==> src/rtl/muldiv32.sv <==
// Iterative 32-bit multiply/divide unit: radix-2 shift-add multiply, restoring divide, 32 steps per op.
// Define MULDIV_SIGNED_EN to make op=00/10 signed mult/div; otherwise they alias multu/divu.
module muldiv32 (
    input  logic        clock,
    input  logic        reset,
    input  logic        start,
    input  logic [1:0]  op,
    input  logic [31:0] operand_a,
    input  logic [31:0] operand_b,
    output logic        busy,
    output logic        done,
    output logic        div_by_zero,
    output logic [31:0] hi_from_ALU,
    output logic [31:0] lo_from_ALU,
    output logic [3:0]  dbg_o
);
    typedef enum logic [1:0] {IDLE = 2'd0, RUN = 2'd1, DONE = 2'd2} state_t;

    // start is honoured when state is IDLE or DONE; ignored while RUN.
    // Control state and the latched op are exposed on dbg_o as {op_q, state_q}.
    state_t      state_q, state_d;
    logic [4:0]  cnt_q, cnt_d;
    logic [1:0]  op_q, op_d;
    logic [31:0] a_q, a_d;
    logic [31:0] mag_q, mag_d;
    logic [31:0] acc_hi_q, acc_hi_d;
    logic [31:0] acc_lo_q, acc_lo_d;
    logic [31:0] hi_q, hi_d;
    logic [31:0] lo_q, lo_d;
    logic        busy_q, busy_d;
    logic        done_q, done_d;
    logic        dbz_q, dbz_d;
`ifdef MULDIV_SIGNED_EN
    logic        neg_q, neg_d;
    logic        neg_rem_q, neg_rem_d;
    logic        a_neg, b_neg;
`endif

    logic        accept;
    logic        is_div;
    logic [31:0] a_mag, b_mag;
    logic [32:0] sum;
    logic [32:0] rem_sh;
    logic [32:0] diff;
    logic [31:0] step_hi, step_lo;
    logic [31:0] fin_hi, fin_lo;

    always_comb begin
        accept = start && (state_q != RUN);
        is_div = op_q[1];

`ifdef MULDIV_SIGNED_EN
        a_neg = ~op[0] & operand_a[31];
        b_neg = ~op[0] & operand_b[31];
        a_mag = a_neg ? -operand_a : operand_a;
        b_mag = b_neg ? -operand_b : operand_b;
`else
        a_mag = operand_a;
        b_mag = operand_b;
`endif

        // acc_lo holds the multiplier (shifted out at the bottom) or the dividend (shifted out at the top)
        sum     = {1'b0, acc_hi_q} + (acc_lo_q[0] ? {1'b0, mag_q} : 33'd0);
        rem_sh  = {acc_hi_q, acc_lo_q[31]};
        diff    = rem_sh - {1'b0, mag_q};
        if (is_div) begin
            step_hi = diff[32] ? rem_sh[31:0] : diff[31:0];
            step_lo = {acc_lo_q[30:0], ~diff[32]};
        end else begin
            step_hi = sum[32:1];
            step_lo = {sum[0], acc_lo_q[31:1]};
        end

        fin_hi = step_hi;
        fin_lo = step_lo;
`ifdef MULDIV_SIGNED_EN
        if (is_div) begin
            if (neg_q)     fin_lo = -step_lo;
            if (neg_rem_q) fin_hi = -step_hi;
        end else if (neg_q) begin
            {fin_hi, fin_lo} = -{step_hi, step_lo};
        end
`endif

        state_d  = state_q;
        cnt_d    = cnt_q;
        op_d     = op_q;
        a_d      = a_q;
        mag_d    = mag_q;
        acc_hi_d = acc_hi_q;
        acc_lo_d = acc_lo_q;
        hi_d     = hi_q;
        lo_d     = lo_q;
        dbz_d    = 1'b0;
`ifdef MULDIV_SIGNED_EN
        neg_d     = neg_q;
        neg_rem_d = neg_rem_q;
`endif

        case (state_q)
            RUN: begin
                if (is_div && (mag_q == 32'd0)) begin
                    state_d = DONE;
                    hi_d    = a_q;
                    lo_d    = 32'hFFFF_FFFF;
                    dbz_d   = 1'b1;
                end else begin
                    acc_hi_d = step_hi;
                    acc_lo_d = step_lo;
                    cnt_d    = cnt_q + 5'd1;
                    if (cnt_q == 5'd31) begin
                        state_d = DONE;
                        hi_d    = fin_hi;
                        lo_d    = fin_lo;
                    end
                end
            end
            DONE:    state_d = IDLE;
            default: state_d = IDLE;
        endcase

        if (accept) begin
            state_d  = RUN;
            cnt_d    = 5'd0;
            op_d     = op;
            a_d      = operand_a;
            acc_hi_d = 32'd0;
            acc_lo_d = op[1] ? a_mag : b_mag;
            mag_d    = op[1] ? b_mag : a_mag;
`ifdef MULDIV_SIGNED_EN
            neg_d     = a_neg ^ b_neg;
            neg_rem_d = a_neg;
`endif
        end

        busy_d = (state_d == RUN);
        done_d = (state_d == DONE);
    end

    always_ff @(posedge clock or negedge reset) begin
        if (!reset) begin
            state_q  <= IDLE;
            cnt_q    <= 5'd0;
            op_q     <= 2'd0;
            a_q      <= 32'd0;
            mag_q    <= 32'd0;
            acc_hi_q <= 32'd0;
            acc_lo_q <= 32'd0;
            hi_q     <= 32'd0;
            lo_q     <= 32'd0;
            busy_q   <= 1'b0;
            done_q   <= 1'b0;
            dbz_q    <= 1'b0;
`ifdef MULDIV_SIGNED_EN
            neg_q     <= 1'b0;
            neg_rem_q <= 1'b0;
`endif
        end else begin
            state_q  <= state_d;
            cnt_q    <= cnt_d;
            op_q     <= op_d;
            a_q      <= a_d;
            mag_q    <= mag_d;
            acc_hi_q <= acc_hi_d;
            acc_lo_q <= acc_lo_d;
            hi_q     <= hi_d;
            lo_q     <= lo_d;
            busy_q   <= busy_d;
            done_q   <= done_d;
            dbz_q    <= dbz_d;
`ifdef MULDIV_SIGNED_EN
            neg_q     <= neg_d;
            neg_rem_q <= neg_rem_d;
`endif
        end
    end

    assign busy        = busy_q;
    assign done        = done_q;
    assign div_by_zero = dbz_q;
    assign hi_from_ALU = hi_q;
    assign lo_from_ALU = lo_q;
    assign dbg_o       = {op_q, state_q};
endmodule

==> config.mk <==
export PLATFORM = sky130hd
export DESIGN_NAME = muldiv32
export DESIGN_NICKNAME = d
export VERILOG_FILES = /design/src/rtl/muldiv32.sv
export SDC_FILE = /design/constraint.sdc
export NUM_CORES = 1
export LEC_CHECK = 0
export CAP_MARGIN = 30
export CORE_ASPECT_RATIO = 0.75
export CORE_MARGIN = 8
export CORE_UTILIZATION = 60
export DETAILED_ROUTE_END_ITERATION = 10
export PLACE_DENSITY = 0.83
export SETUP_SLACK_MARGIN = 0.4
export SKIP_CTS_REPAIR_TIMING = 1
export SLEW_MARGIN = 25
export SYNTH_ARGS = -nofsm -noshare
export SYNTH_HDL_FRONTEND = slang
export SYNTH_SLANG_ARGS = --single-unit
==> constraint.sdc <==
create_clock -name clock -period 7.15 [get_ports clock]
set_input_delay 1.43 -clock clock [delete_from_list [all_inputs] [get_ports clock]]
set_output_delay 1.43 -clock clock [all_outputs]
set_load 0.03 [all_outputs]
* Word level (Yosys, flattened, before mapping) *
Cells that the tools add are included.

storage, ports and cells
  register bits after elaboration = 204
  bits of input ports = 69
  output and inout bits = 71
  logic and storage cells = 54

operators by class
  add/sub/neg operators = 3
  eq/ne operators = 6
  mux-type cells = 25
  bitwise gates (word level) = 1
  reductions and logical operators = 7

operators with widths
  cell                                            count
  2-to-1 mux 32 bit                               16
  adder 32 x 32 -> 33 bit                         1
  subtractor 33 x 32 -> 33 bit                    1
  zero test 32 bit                                1
  2-to-1 mux 5 bit                                3
  2-to-1 mux 2 bit                                4
  adder 5 x 1 -> 5 bit (second input constant)    1
  == test 5 bit (second input constant)           1
  == test 2 x 1 -> 1 bit (second input constant)  2
  AND reduction 2 bit                             2
  nonzero test 2 bit                              2
  == test 2 bit (second input constant)           1
  logical AND 1 bit                               2
  2-to-1 mux 1 bit                                2
  != test 2 x 1 -> 1 bit (second input constant)  1
  != test 2 bit (second input constant)           1
  NOT 1 bit                                       1

* Logic depth before layout (Yosys ltp) *
  depth in word-level cells = 6
  gate-level depth with buffers = 14
  mapped depth without buffers = 12

* Worst setup path before layout *
OpenSTA, ideal clock, no wires.

  path kind = reg-to-reg
  from = register acc_lo_q[0]
  to = register hi_q[17], in the netlist hi_from_ALU[17]
  setup time = 83 ps
  arrival = 2921 ps
  data required time = 7067 ps
  setup slack = 4146 ps
  stages on the path, launching flop included = 13
  path buffers = 0
  period minus slack after synthesis = 3004 ps
  cells stage by stage = dfrtp_1 -> and2_1 -> ha_1 -> fa_1 -> a21o_1 -> a221o_1 -> a21oi_1 -> o31ai_1 -> a31o_2 -> a21oi_1 -> xnor2_1 -> o221a_2 -> o21ai_0

on the way
  cells in the longest elaborated chain, start to end = 5

RTL lines
  element                  line  text
  start, declared          27    logic [31:0] acc_lo_q, acc_lo_d;
  start signal, assigned   165   acc_lo_q <= acc_lo_d;
  2-to-1 mux 32 bit        63    sum = {1'b0, acc_hi_q} + (acc_lo_q[0] ? {1'b0, mag_q} : 33'd0);
  adder 32 x 32 -> 33 bit  63
  2-to-1 mux 32 bit        66    if (is_div) begin
  2-to-1 mux 32 bit        111   if (cnt_q == 5'd31) begin
  2-to-1 mux 32 bit        102   if (is_div && (mag_q == 32'd0)) begin
  end signal, assigned     166   hi_q <= hi_d;
  end, declared            28    logic [31:0] hi_q, hi_d;

Every way passes these cells. The select of a mux whose other input is x is not followed.
A chain may end at the register's enable or synchronous reset.

* Worst setup path in the final report *
  from = register acc_lo_q[31]
  to = register hi_q[12], in the netlist hi_from_ALU[12]

on the way
  cells in the longest elaborated chain, start to end = 5

RTL lines
  element                       line  text
  subtractor 33 x 32 -> 33 bit  65    diff = rem_sh - {1'b0, mag_q};
  2-to-1 mux 32 bit             67    step_hi = diff[32] ? rem_sh[31:0] : diff[31:0];
  2-to-1 mux 32 bit             66
  2-to-1 mux 32 bit             111
  2-to-1 mux 32 bit             102

Every way passes these cells. The select of a mux whose other input is x is not followed.

==> impl_results.md <==
- Outcome: completed
- Total I/O pin count: 140
- Critical Path End Type: flop
- Multiplexer share of the synthesized area: 0.0889
- Commonest cells after routing, fill and taps aside: nand2_1, dfrtp_1, clkdlybuf4s50_1
- RSZ-0062 raised after global routing: no
- Leakage: 7.08 nW
- Ys async rst share: 1.00
- DR WL/cell: 21.9 um
- Clock Path Buffers: 3
- Share of cells above drive strength 1: 0.0609
- Antenna cells: 0
- Min cycle time layout: 4.28 ns
- CP Class: reg2reg
- CP delay by family, top: compound AO/OA/AOI/OAI gates
- Max Cap Viol: 0
- Vias after detailed routing: 12,700
- CP bufs+invs: 2
- Pre-CTS setup slack: 2.96 ns
- # setup viols final: 0
- Post-Synth Adder-Cell Area: 0.0639
- Synth top area cells: dfrtp_1, mux2i_1, ha_1
- Crit-path cells: inv_1 > ha_1 > fa_1 > nand2b_1 > a21oi_1 > o2111ai_1 > nand3_1 > a21oi_2 > xnor2_4 > buf_4 > mux2_2 > a211oi_1 > o21ai_0
- Placed Cells: 1,912
- Most common cell after layout, fill and taps aside: nand2_1
- Mapped Area: 0.0136 mm2
- Die ar.: approximately 0.028 mm2
- Fillers: 1,723
- # rows: 47
- #FFs+latches synth: 204
- Worst Path Required: 7.52 ns
- Avg Inst Size Synth: 8.64 um2
- Slew @ Worst Pin: roughly 1 ns
- EDFF count, synth: 0
- Area of the core: around 0.022 mm2
- Initial antenna violation count: 0
- CTS Buf Count: 22
- CTS tree: built
- Area grow syn2layout: 16.5%
- First-pass GRT wire length: 67.6 mm
- Clock sinks: 204
- All-Layer GR Usage: 0.299
- Synth Instances: 1,569
- Worst rel slew slack: 0.336
- Initial Util: 0.613
- Syn Nets: 1,706
- Final cell count without fillers: 1,952
- Vias per Instance: ~6.5
- Main synth FF type: dfrtp_1
- Gr ovfl total: 0
- Final Slew Violations: 0
- RR Startpoint: acc_lo_q[31]
- Max frequency: 234 MHz
- Worst Setup SP: acc_lo_q[31]
- Synth area leader: dfrtp_1
- Fin crit share: 0.599
- Setup TNS: 0 ns
- HPWL after DPL: about 30 mm
- Clock latency on the worst-skew pair: 0.52 ns
- Xor and xnor area share after synthesis: 0.0363
- Die Y-Extent: 146 um
- DR iter-0 viols: 1,550
- TritonRoute pass-1 iters: 5
- Distinct cells, synth: 76
- Largest net degree at the start of global routing: 118
- Critical-path maximum fanout: 30
- Hold_sp: a_q[27]
- Die width: around 190 um
- Vias in the first global route: 12,300
- Root buf cell: clkbuf_16
- Final net count: 1,779
- Worst-path clk slew: around 0.060 ns
- Main combinational cell family by area after synthesis: compound AO/OA/AOI/OAI gates
- Post-synthesis simple-gate area fraction: 0.181
- Max VDD drop: between 0.3 and 0.4 mV
- Pwr/cell area: 593 mW/mm2
- Worst path arrival time: 4.65 ns
- Compound-Gate Fraction of Synth Area: 0.206
- Slowest CP cell: buf_4
- DRC: 0
- Placer congestion estimate: ~0.94
- Setup ws final: 2.87 ns
- IO buf count: 139
- Warnings from Yosys: 0
- Share of the synthesized area in the top cell type: 0.377
- Fin Clk Skew: 0.00993 ns
- Seq/Total Area, Yosys: 0.377
- Routed wire length: 42.7 mm
- Max stage delay on crit path: 0.51 ns
- Hold Violations, Final: 0
- Worst setup SP type: flop
- Hold Path Class: reg2reg
- Tot Pwr: 0.00935 W
- Post-DRT Antenna Nets: 0
- R2R Setup Slk: 2.87 ns
- H-Tree Depth: 1
[final timing paths]
| check | endpoint | cells past startpoint |
|---|---|---|
| max in group asynchronous | op_q[1] | 2 |
| max reg2reg | hi_from_ALU[12] | 13 |
| min reg2reg | a_q[27] | 2 |
| min in group asynchronous | a_q[7] | 1 |
| min | a_q[27] | 2 |
| max | hi_from_ALU[12] | 13 |
[metrics by stage]
step / utilization / hold WS [ns] / area [um2]
2_1_floorplan: - / 0.437 / 13600
3_3_place_gp: 0.678 / 0.452 / 15000
3_5_place_dp: 0.681 / 0.455 / 15100
4_1_cts: 0.714 / 0.473 / 15800
5_1_grt: 0.714 / 0.492 / 15800
6_report: 0.714 / 0.475 / 15800
[metal layers]
layer,up-vias,GRT usage,share of wire
met3,95,0.0578,0.093
met1,6179,0.418,0.44
met5,-,0,0
li1,5814,-,-
met4,0,0.105,0.039
met2,634,0.455,0.43
[final cells by class]
cell class | instances | area (um2) | share of cell area
well taps | 294 | 368 | 0.0233
repair buffers | 155 | 1550 | 0.0981
inverters | 50 | 188 | 0.0119
clock inverters | 10 | 85.1 | 0.00539
flip-flops and latches | 204 | 5110 | 0.324
clock buffers | 30 | 632 | 0.0400
multi-input cells | 1209 | 7850 | 0.498
[cells by family (layout without fill, tap and decap cells)]
| group | after synthesis | after routing |
|---|---|---|
| AND/OR/NAND/NOR | 535 | 535 |
| AO/OA/AOI/OAI | 434 | 434 |
| flip-flops | 204 | 204 |
| buffers and inverters | 156 | 245 |
| multiplexers | 118 | 118 |
| adder cells (fa/ha/maj) | 68 | 68 |
| XOR/XNOR | 54 | 54 |
[where the power goes]
group	switching (W)	internal, W
sequential	0.000604	0.00171
combinational	0.00349	0.00241
clock	0.000490	0.000659
[flip-flops by register name, summed over array words and instances (netlist names)]
| register | cells |
|---|---|
| a_q | 32 |
| acc_hi_q | 32 |
| acc_lo_q | 32 |
| busy | 1 |
| cnt_q | 5 |
| div_by_zero | 1 |
| done | 1 |
| hi_from_ALU | 32 |
| lo_from_ALU | 32 |
| mag_q | 32 |
| op_q | 2 |
| state_q | 2 |
[worst reg2reg max path, stage by stage (launching register included)]
cell and delay (ns):
dfrtp_1 0.39, inv_1 0.08, ha_1 0.21, fa_1 0.42, nand2b_1 0.20, a21oi_1 0.28, o2111ai_1 0.27, nand3_1 0.25
a21oi_2 0.12, xnor2_4 0.41, buf_4 0.51, mux2_2 0.42, a211oi_1 0.43, o21ai_0 0.17
[synthesized netlist by cell type (all sizes together) (6+ instances only)]
| cell | number |
|---|---|
| o21bai | 8 |
| a221oi | 9 |
| dfrtp | 204 |
| a31oi | 38 |
| a21oi | 102 |
| clkbuf | 87 |
| nor4 | 11 |
| mux2 | 13 |
| a21o | 16 |
| nand4 | 14 |
| nor3 | 21 |
| nor2b | 7 |
| and2 | 40 |
| o22ai | 6 |
| o211ai | 6 |
| o221ai | 25 |
| xor2 | 23 |
| ha | 66 |
| o31ai | 6 |
| nand2 | 220 |
| a31o | 12 |
| nand3 | 76 |
| a211oi | 23 |
| buf | 19 |
| inv | 50 |
| o21ai | 132 |
| nand2b | 9 |
| mux2i | 105 |
| nor2 | 100 |
| and3 | 24 |
| xnor2 | 31 |
Power figures use the tool's default switching activity.
